`config.mk`:
```
export PLATFORM = sky130hd
export DESIGN_NAME = hub75_scan_ctrl
export DESIGN_NICKNAME = d
export VERILOG_FILES = /design/src/rtl/hub75_scan_ctrl.sv
export SDC_FILE = /design/constraint.sdc
export NUM_CORES = 1
export LEC_CHECK = 0
export ABC_CLOCK_PERIOD_IN_PS = 6100
export CAP_MARGIN = 20
export CORE_ASPECT_RATIO = 0.9
export CORE_UTILIZATION = 60
export CTS_BUF_LIST = sky130_fd_sc_hd__clkbuf_2
export DETAILED_ROUTE_END_ITERATION = 10
export GPL_ROUTABILITY_DRIVEN = 0
export PLACE_DENSITY = 0.79
export SETUP_SLACK_MARGIN = 0.05
export SLEW_MARGIN = 10
export SYNTH_ARGS = -nofsm -noshare
export SYNTH_HDL_FRONTEND = slang
export SYNTH_SLANG_ARGS = --single-unit
```
`constraint.sdc`:
```
create_clock -name sys_clk -period 6.1 [get_ports sys_clk]
set_input_delay 1.22 -clock sys_clk [delete_from_list [all_inputs] [get_ports sys_clk]]
set_output_delay 1.22 -clock sys_clk [all_outputs]
set_load 0.02 [all_outputs]
```
`src/rtl/hub75_scan_ctrl.sv`:
```
// HUB75 scan controller: walks rows and BCM bit planes, drives lat/blank/row-select
// pins and kicks the fetch/shift engine one plane ahead. Optional: HUB75_FRAME_SWAP_EN.
module hub75_scan_ctrl #(
  parameter int ROWS      = 32,
  parameter int BITS      = 6,
  parameter int ADDR_W    = 5,
  parameter int SHOW_LEN  = 32,
  parameter int DLY_W     = 20,
  parameter int ADDR_MODE = 0
) (
  input  logic              sys_clk,
  input  logic              rst,
  input  logic              fetchshift_busy,
  input  logic [7:0]        brightness,
  output logic              fetchshift_start,
  output logic [ADDR_W-1:0] row_out,
  output logic [3:0]        bit_out,
  output logic              frame_start,
  output logic              lat,
  output logic              blank,
  output logic              row_clk,
  output logic              row_data,
  output logic [ADDR_W-1:0] addr
`ifdef HUB75_FRAME_SWAP_EN
  ,
  input  logic              swap_req,
  output logic              frame_swap
`endif
);

  localparam logic [ADDR_W-1:0] ROW_LAST = ADDR_W'(ROWS - 1);
  localparam logic [3:0]        BIT_LAST = 4'(BITS - 1);

  typedef enum logic [3:0] {
    S_IDLE, S_PRELOAD, S_PRELOAD_WAIT, S_ROW_SEL, S_ADDR_DATA, S_ADDR_CLK,
    S_ADDR_HOLD, S_LATCH, S_LATCH_HOLD, S_SHOW_START, S_SHOW_WAIT, S_ADVANCE
  } state_t;

  state_t              state_q, state_d;
  logic [ADDR_W-1:0]   row_q, row_d;
  logic [3:0]          bit_q, bit_d;
  logic [DLY_W-1:0]    cnt_q, cnt_d;
  logic [DLY_W-1:0]    on_len_q, on_len_d;
  logic                lat_q, lat_d;
  logic                blank_q, blank_d;
  logic                row_clk_q, row_clk_d;
  logic                row_data_q, row_data_d;
  logic [ADDR_W-1:0]   addr_q, addr_d;

  logic [ADDR_W-1:0]   succ_row;
  logic [3:0]          succ_bit;
  logic [DLY_W-1:0]    base_len;
  logic [DLY_W+8:0]    scaled_len;
  logic                addr_phase;

  // Successor of the displayed plane: bits first, then rows, wrapping to (0,0).
  always_comb begin
    succ_row = row_q;
    succ_bit = bit_q + 4'd1;
    if (bit_q == BIT_LAST) begin
      succ_bit = 4'd0;
      succ_row = (row_q == ROW_LAST) ? '0 : row_q + ADDR_W'(1);
    end
  end

  // On-time scales with plane weight and brightness; (b+1)/256 so 255 is full scale.
  always_comb begin
    base_len   = DLY_W'(SHOW_LEN) << bit_q;
    scaled_len = {9'd0, base_len} * (DLY_W+9)'({1'b0, brightness} + 9'd1);
  end

  always_comb begin
    state_d  = state_q;
    row_d    = row_q;
    bit_d    = bit_q;
    cnt_d    = cnt_q;
    on_len_d = on_len_q;
    case (state_q)
      S_IDLE:         state_d = S_PRELOAD;
      S_PRELOAD:      state_d = S_PRELOAD_WAIT;
      S_PRELOAD_WAIT: if (!fetchshift_busy) state_d = S_ROW_SEL;
      S_ROW_SEL:      state_d = (bit_q != 4'd0) ? S_LATCH : S_ADDR_DATA;
      S_ADDR_DATA:    state_d = S_ADDR_CLK;
      S_ADDR_CLK:     state_d = S_ADDR_HOLD;
      S_ADDR_HOLD:    state_d = S_LATCH;
      S_LATCH:        state_d = S_LATCH_HOLD;
      S_LATCH_HOLD:   state_d = S_SHOW_START;
      S_SHOW_START: begin
        cnt_d    = '0;
        on_len_d = scaled_len[DLY_W+7:8];
        state_d  = S_SHOW_WAIT;
      end
      S_SHOW_WAIT: begin
        // Counter saturates at on_len so a long busy cannot wrap it.
        if (cnt_q >= on_len_q) begin
          if (!fetchshift_busy) state_d = S_ADVANCE;
        end else begin
          cnt_d = cnt_q + DLY_W'(1);
        end
      end
      S_ADVANCE: begin
        row_d   = succ_row;
        bit_d   = succ_bit;
        state_d = S_ROW_SEL;
      end
      default:        state_d = S_IDLE;
    endcase
  end

  assign addr_phase = (state_q == S_ADDR_DATA) || (state_q == S_ADDR_CLK) ||
                      (state_q == S_ADDR_HOLD);

  always_comb begin
    lat_d      = (state_q == S_LATCH) || (state_q == S_LATCH_HOLD);
    blank_d    = !((state_q == S_SHOW_WAIT) && (cnt_q < on_len_q));
    row_clk_d  = 1'b0;
    row_data_d = 1'b0;
    addr_d     = addr_q;
    if (ADDR_MODE == 0) begin
      row_clk_d  = (state_q == S_ADDR_CLK);
      row_data_d = addr_phase && (row_q == '0);
      addr_d     = '0;
    end else if (state_q == S_ADDR_DATA) begin
      addr_d = row_q;
    end
  end

  always_ff @(posedge sys_clk or posedge rst) begin
    if (rst) begin
      state_q    <= S_IDLE;
      row_q      <= '0;
      bit_q      <= '0;
      cnt_q      <= '0;
      on_len_q   <= '0;
      lat_q      <= 1'b0;
      blank_q    <= 1'b1;
      row_clk_q  <= 1'b0;
      row_data_q <= 1'b0;
      addr_q     <= '0;
    end else begin
      state_q    <= state_d;
      row_q      <= row_d;
      bit_q      <= bit_d;
      cnt_q      <= cnt_d;
      on_len_q   <= on_len_d;
      lat_q      <= lat_d;
      blank_q    <= blank_d;
      row_clk_q  <= row_clk_d;
      row_data_q <= row_data_d;
      addr_q     <= addr_d;
    end
  end

  // The preload fetches the displayed plane itself; every later fetch is one ahead.
  assign fetchshift_start = (state_q == S_PRELOAD) || (state_q == S_SHOW_START);
  assign row_out          = (state_q == S_PRELOAD) ? row_q : succ_row;
  assign bit_out          = (state_q == S_PRELOAD) ? bit_q : succ_bit;
  assign frame_start      = (state_q == S_LATCH) && (row_q == '0) && (bit_q == 4'd0);

  assign lat      = lat_q;
  assign blank    = blank_q;
  assign row_clk  = row_clk_q;
  assign row_data = row_data_q;
  assign addr     = addr_q;

`ifdef HUB75_FRAME_SWAP_EN
  assign frame_swap = swap_req && (state_q == S_LATCH_HOLD) &&
                      (row_q == ROW_LAST) && (bit_q == BIT_LAST);
`endif

endmodule
```
==> results.toml <==
[outcome]
status = "finished, final reports clean"

[global_routing]
grtUsageMet1 = 0.401
antenna_found_initial = 0
grt_pass1_wl_um = 29800
grt_usage = 0.291
grt-ovfl-total = 0
met2_usage = 0.465
grt_use_met3 = 0.0669
first_global_vias = 6401
grt_max_degree = 58
busiest_layer = "met2"

[timing]
setup_violations = 0
skew_ns = 0.0163
max_slew.worst_pin.slew_ns = 0.813
setup_slack_ns = 0.111
fin_hold_ws_ns = 0.499
period_needed_ns = 5.99
slew_violations = 0
max_freq_mhz = 167
relSlewSlack = 0.454
finalCritPeriodShare = 0.982
final-hold-violation-count = 0

[logic_synthesis]
synth_edf_count = 0
yosys.area.top_type = "fa_1"
syn-cell-area_um2 = 7590
ys_warn_count = 0
synthFlopType = "dfrtp_1"
async_flop_share = 1.00
avgSynthCellArea_um2 = 8.47
synthDistinctLibCells = 56
yosysTopAreaCellShare = 0.240
synth_area_leaders = "fa_1, dfrtp_1, ha_1, inv_1, nor2_1"
synthTopCellsByCount = "inv_1, nor2_1, fa_1, nand2_1, ha_1"
synthCells = 896
yosysSeqAreaShare = 0.188
yosysMostFrequentCell = "inv_1"
ys_seq_elements = 57

[cts]
cts_root_buf = "clkbuf_2"
numCtsBuffers = 9
cts_tree = "yes"
cts_sinks = 57
clkLatencyLatePin_ns = 0.51
clockBufferDepth = 2
path_clk_slew_ns = 0.16
htreeDepth = 3
cts_hold_buf = 0

[worst_setup_path]
worstPathArrival_ns = 6.41
worst-path-buf-inv = 6
regToRegSetupSlack_ns = 0.58
cp.depth = 22
cp.required_ns = 6.52
crit_slowest_cell = "fa_1"
slowest_delay_ns = 0.57
reg2reg_to = "on_len_q[18]$_DFFE_PP0P_"
crit_type = "input port to flip-flop"
cp_max_fo = 6
crit_family = "adder cells"
start_kind = "input port"
end_kind = "flip-flop"
crit_path_cell_trace = "clkdlybuf4s50_1 -> and3_4 -> and3_4 -> and3_4 -> xnor2_4 -> buf_12 -> buf_6 -> nor2_2 -> fa_1 -> fa_1 -> fa_1 -> inv_1 -> fa_1 -> inv_1 -> ha_2 -> buf_4 -> o21a_1 -> o21ai_1 -> nand2b_1 -> and3_1 -> o21a_1 -> o31ai_1"
r2r_cells = 17
critPathMostFrequentCell = "fa_1"
r2r-start = "bit_q[0]$_DFFE_PP0N_"

[worst_hold_path]
worstHoldStart = "on_len_q[2]$_DFFE_PP0P_"
min_path_type = "flip-flop to flip-flop"
min_to = "on_len_q[2]$_DFFE_PP0P_"
hold_depth = 2

[power_and_ir_drop]
p_seq_frac = 0.281
switchingPower_uw = 970
power_density_nw_per_um2 = 228
power_frac_comb = 0.626
p_leak_nw = 4.52
switching_share = 0.472
p_int_mw = 1.08
ir_drop_mv = 0.182
pwr-share-clk = 0.092

[floorplan]
die_h_um = 109
start_util = 0.624
die_width_um = 121
io_pins = 31
core.rowCount = 38
core-area_um2 = 12200
dieArea_um2 = 13100

[placement]
pre_cts_ws_ns = -0.735
dp_hpwl_um = 14400
place_area_um2 = 8560
dp.cells = 1137
portBuffers = 25

[detailed_routing]
wl_per_cell_um = 15.7
drt_first_pass_iters = 9
antenna_left = 0
drc = 0
drt_iter0_markers = 506
vias = 6599
drt-vias-per-instance = 5.69
routed_wl_um = 18300

[cells_and_area]
stdcell_area_um2 = 9010
layout-drive-gt1-share = 0.166
area_growth_pct = 18.7
diodes = 0
final_cells = 1160
layout.nets = 1165

[flow_run]
cap_violations = 0
[power by group through the flow]
stage / Clock, mW / Combinational [mW] / Sequential [mW]
after floorplan: 0 / 0.843 / 0.538
after global placement: 0 / 1.20 / 0.581
after detailed placement: 0 / 1.23 / 0.586
after CTS: 0.195 / 1.25 / 0.577
after global routing: 0.209 / 1.47 / 0.594
final: 0.190 / 1.29 / 0.578
[metrics by stage]
step | total power [mW] | utilization | TNS, ns
floorplan | 1.38 | - | 0
global placement | 1.78 | 0.703 | -5.69
detailed placement | 1.82 | 0.703 | -6.85
CTS | 2.02 | 0.718 | 0
global route | 2.27 | 0.740 | -0.0270
finish | 2.05 | 0.740 | 0
[layout by cell type (no fill, tap or decap), types with 18 or more instances in the layout]
| cell type | Yosys | layout |
|---|---|---|
| clkdlybuf4s50_1 | 0 | 23 |
| dfrtp_1 | 56 | 56 |
| fa_1 | 91 | 90 |
| nand2b_1 | 20 | 20 |
| nand3_1 | 27 | 26 |
| a21oi_1 | 31 | 29 |
| buf_4 | 5 | 88 |
| nor2_1 | 92 | 82 |
| nand2_1 | 89 | 89 |
| ha_1 | 67 | 57 |
| o21ai_0 | 41 | 38 |
| inv_1 | 146 | 145 |
| nor3_1 | 19 | 18 |
| or3_1 | 19 | 19 |
[per-layer routing]
| layer | part of all wire | vias to the layer above |
|---|---|---|
| met5 | 0 | - |
| met4 | 0.021 | 0 |
| met3 | 0.075 | 41 |
| met2 | 0.47 | 234 |
| met1 | 0.43 | 3199 |
| li1 | - | 3125 |
[repair_timing]
item | in CTS | in global routing
setup buffers | 3 | 5
gates resized for setup | 17 | 39
pin swaps | 8 | 29
endpoints found under the setup margin | 8 | 10
[worst min-delay path: stages, from the launching register on]
cell     delay (ns)
dfrtp_1        0.37
nand2_1        0.05
o21ai_0        0.06
[registers in the layout (all words and copies together) (netlist names)]
name and cells:
on_len_q 20, bit_q 4, row_q 5, cnt_q 20, row_data 1, row_clk 1
lat 1, state_q 4, blank 1
[worst max-delay path by stage]
stage / startpoint / to / slack (ns)
detailed placement: brightness[0] / on_len_q[18]$_DFFE_PP0P_ / -0.74
global placement: brightness[0] / on_len_q[18]$_DFFE_PP0P_ / -0.68
CTS: brightness[3] / on_len_q[17]$_DFFE_PP0P_ / 0.06
global route: brightness[4] / on_len_q[18]$_DFFE_PP0P_ / -0.03
floorplan: brightness[3] / on_len_q[18]$_DFFE_PP0P_ / 0.06
finish: brightness[4] / on_len_q[18]$_DFFE_PP0P_ / 0.11
[final cells by class]
| type | instances | area (um2) |
|---|---|---|
| Clock buffer | 10 | 50.0 |
| Clock inverter | 5 | 23.8 |
| Fill cell | 914 | 3160 |
| Inverter | 146 | 548 |
| Multi-Input combinational cell | 664 | 5760 |
| Sequential cell | 57 | 1430 |
| Tap cell | 160 | 200 |
| Timing Repair Buffer | 118 | 995 |
[kinds of logic (layout without fill, tap and decap cells)]
kind of cell / count (synthesis) / after routing / synth area share
AO/OA/AOI/OAI: 137 / 137 / 0.115
buffers and inverters: 180 / 279 / 0.0938
other: 1 / 6 / 0.000494
flip-flops: 57 / 57 / 0.188
AND/OR/NAND/NOR: 329 / 329 / 0.211
adder cells (fa/ha/maj): 158 / 158 / 0.350
multiplexers: 8 / 8 / 0.0115
XOR/XNOR: 26 / 26 / 0.0300
Note: power is estimated with default switching activity, not from simulation.
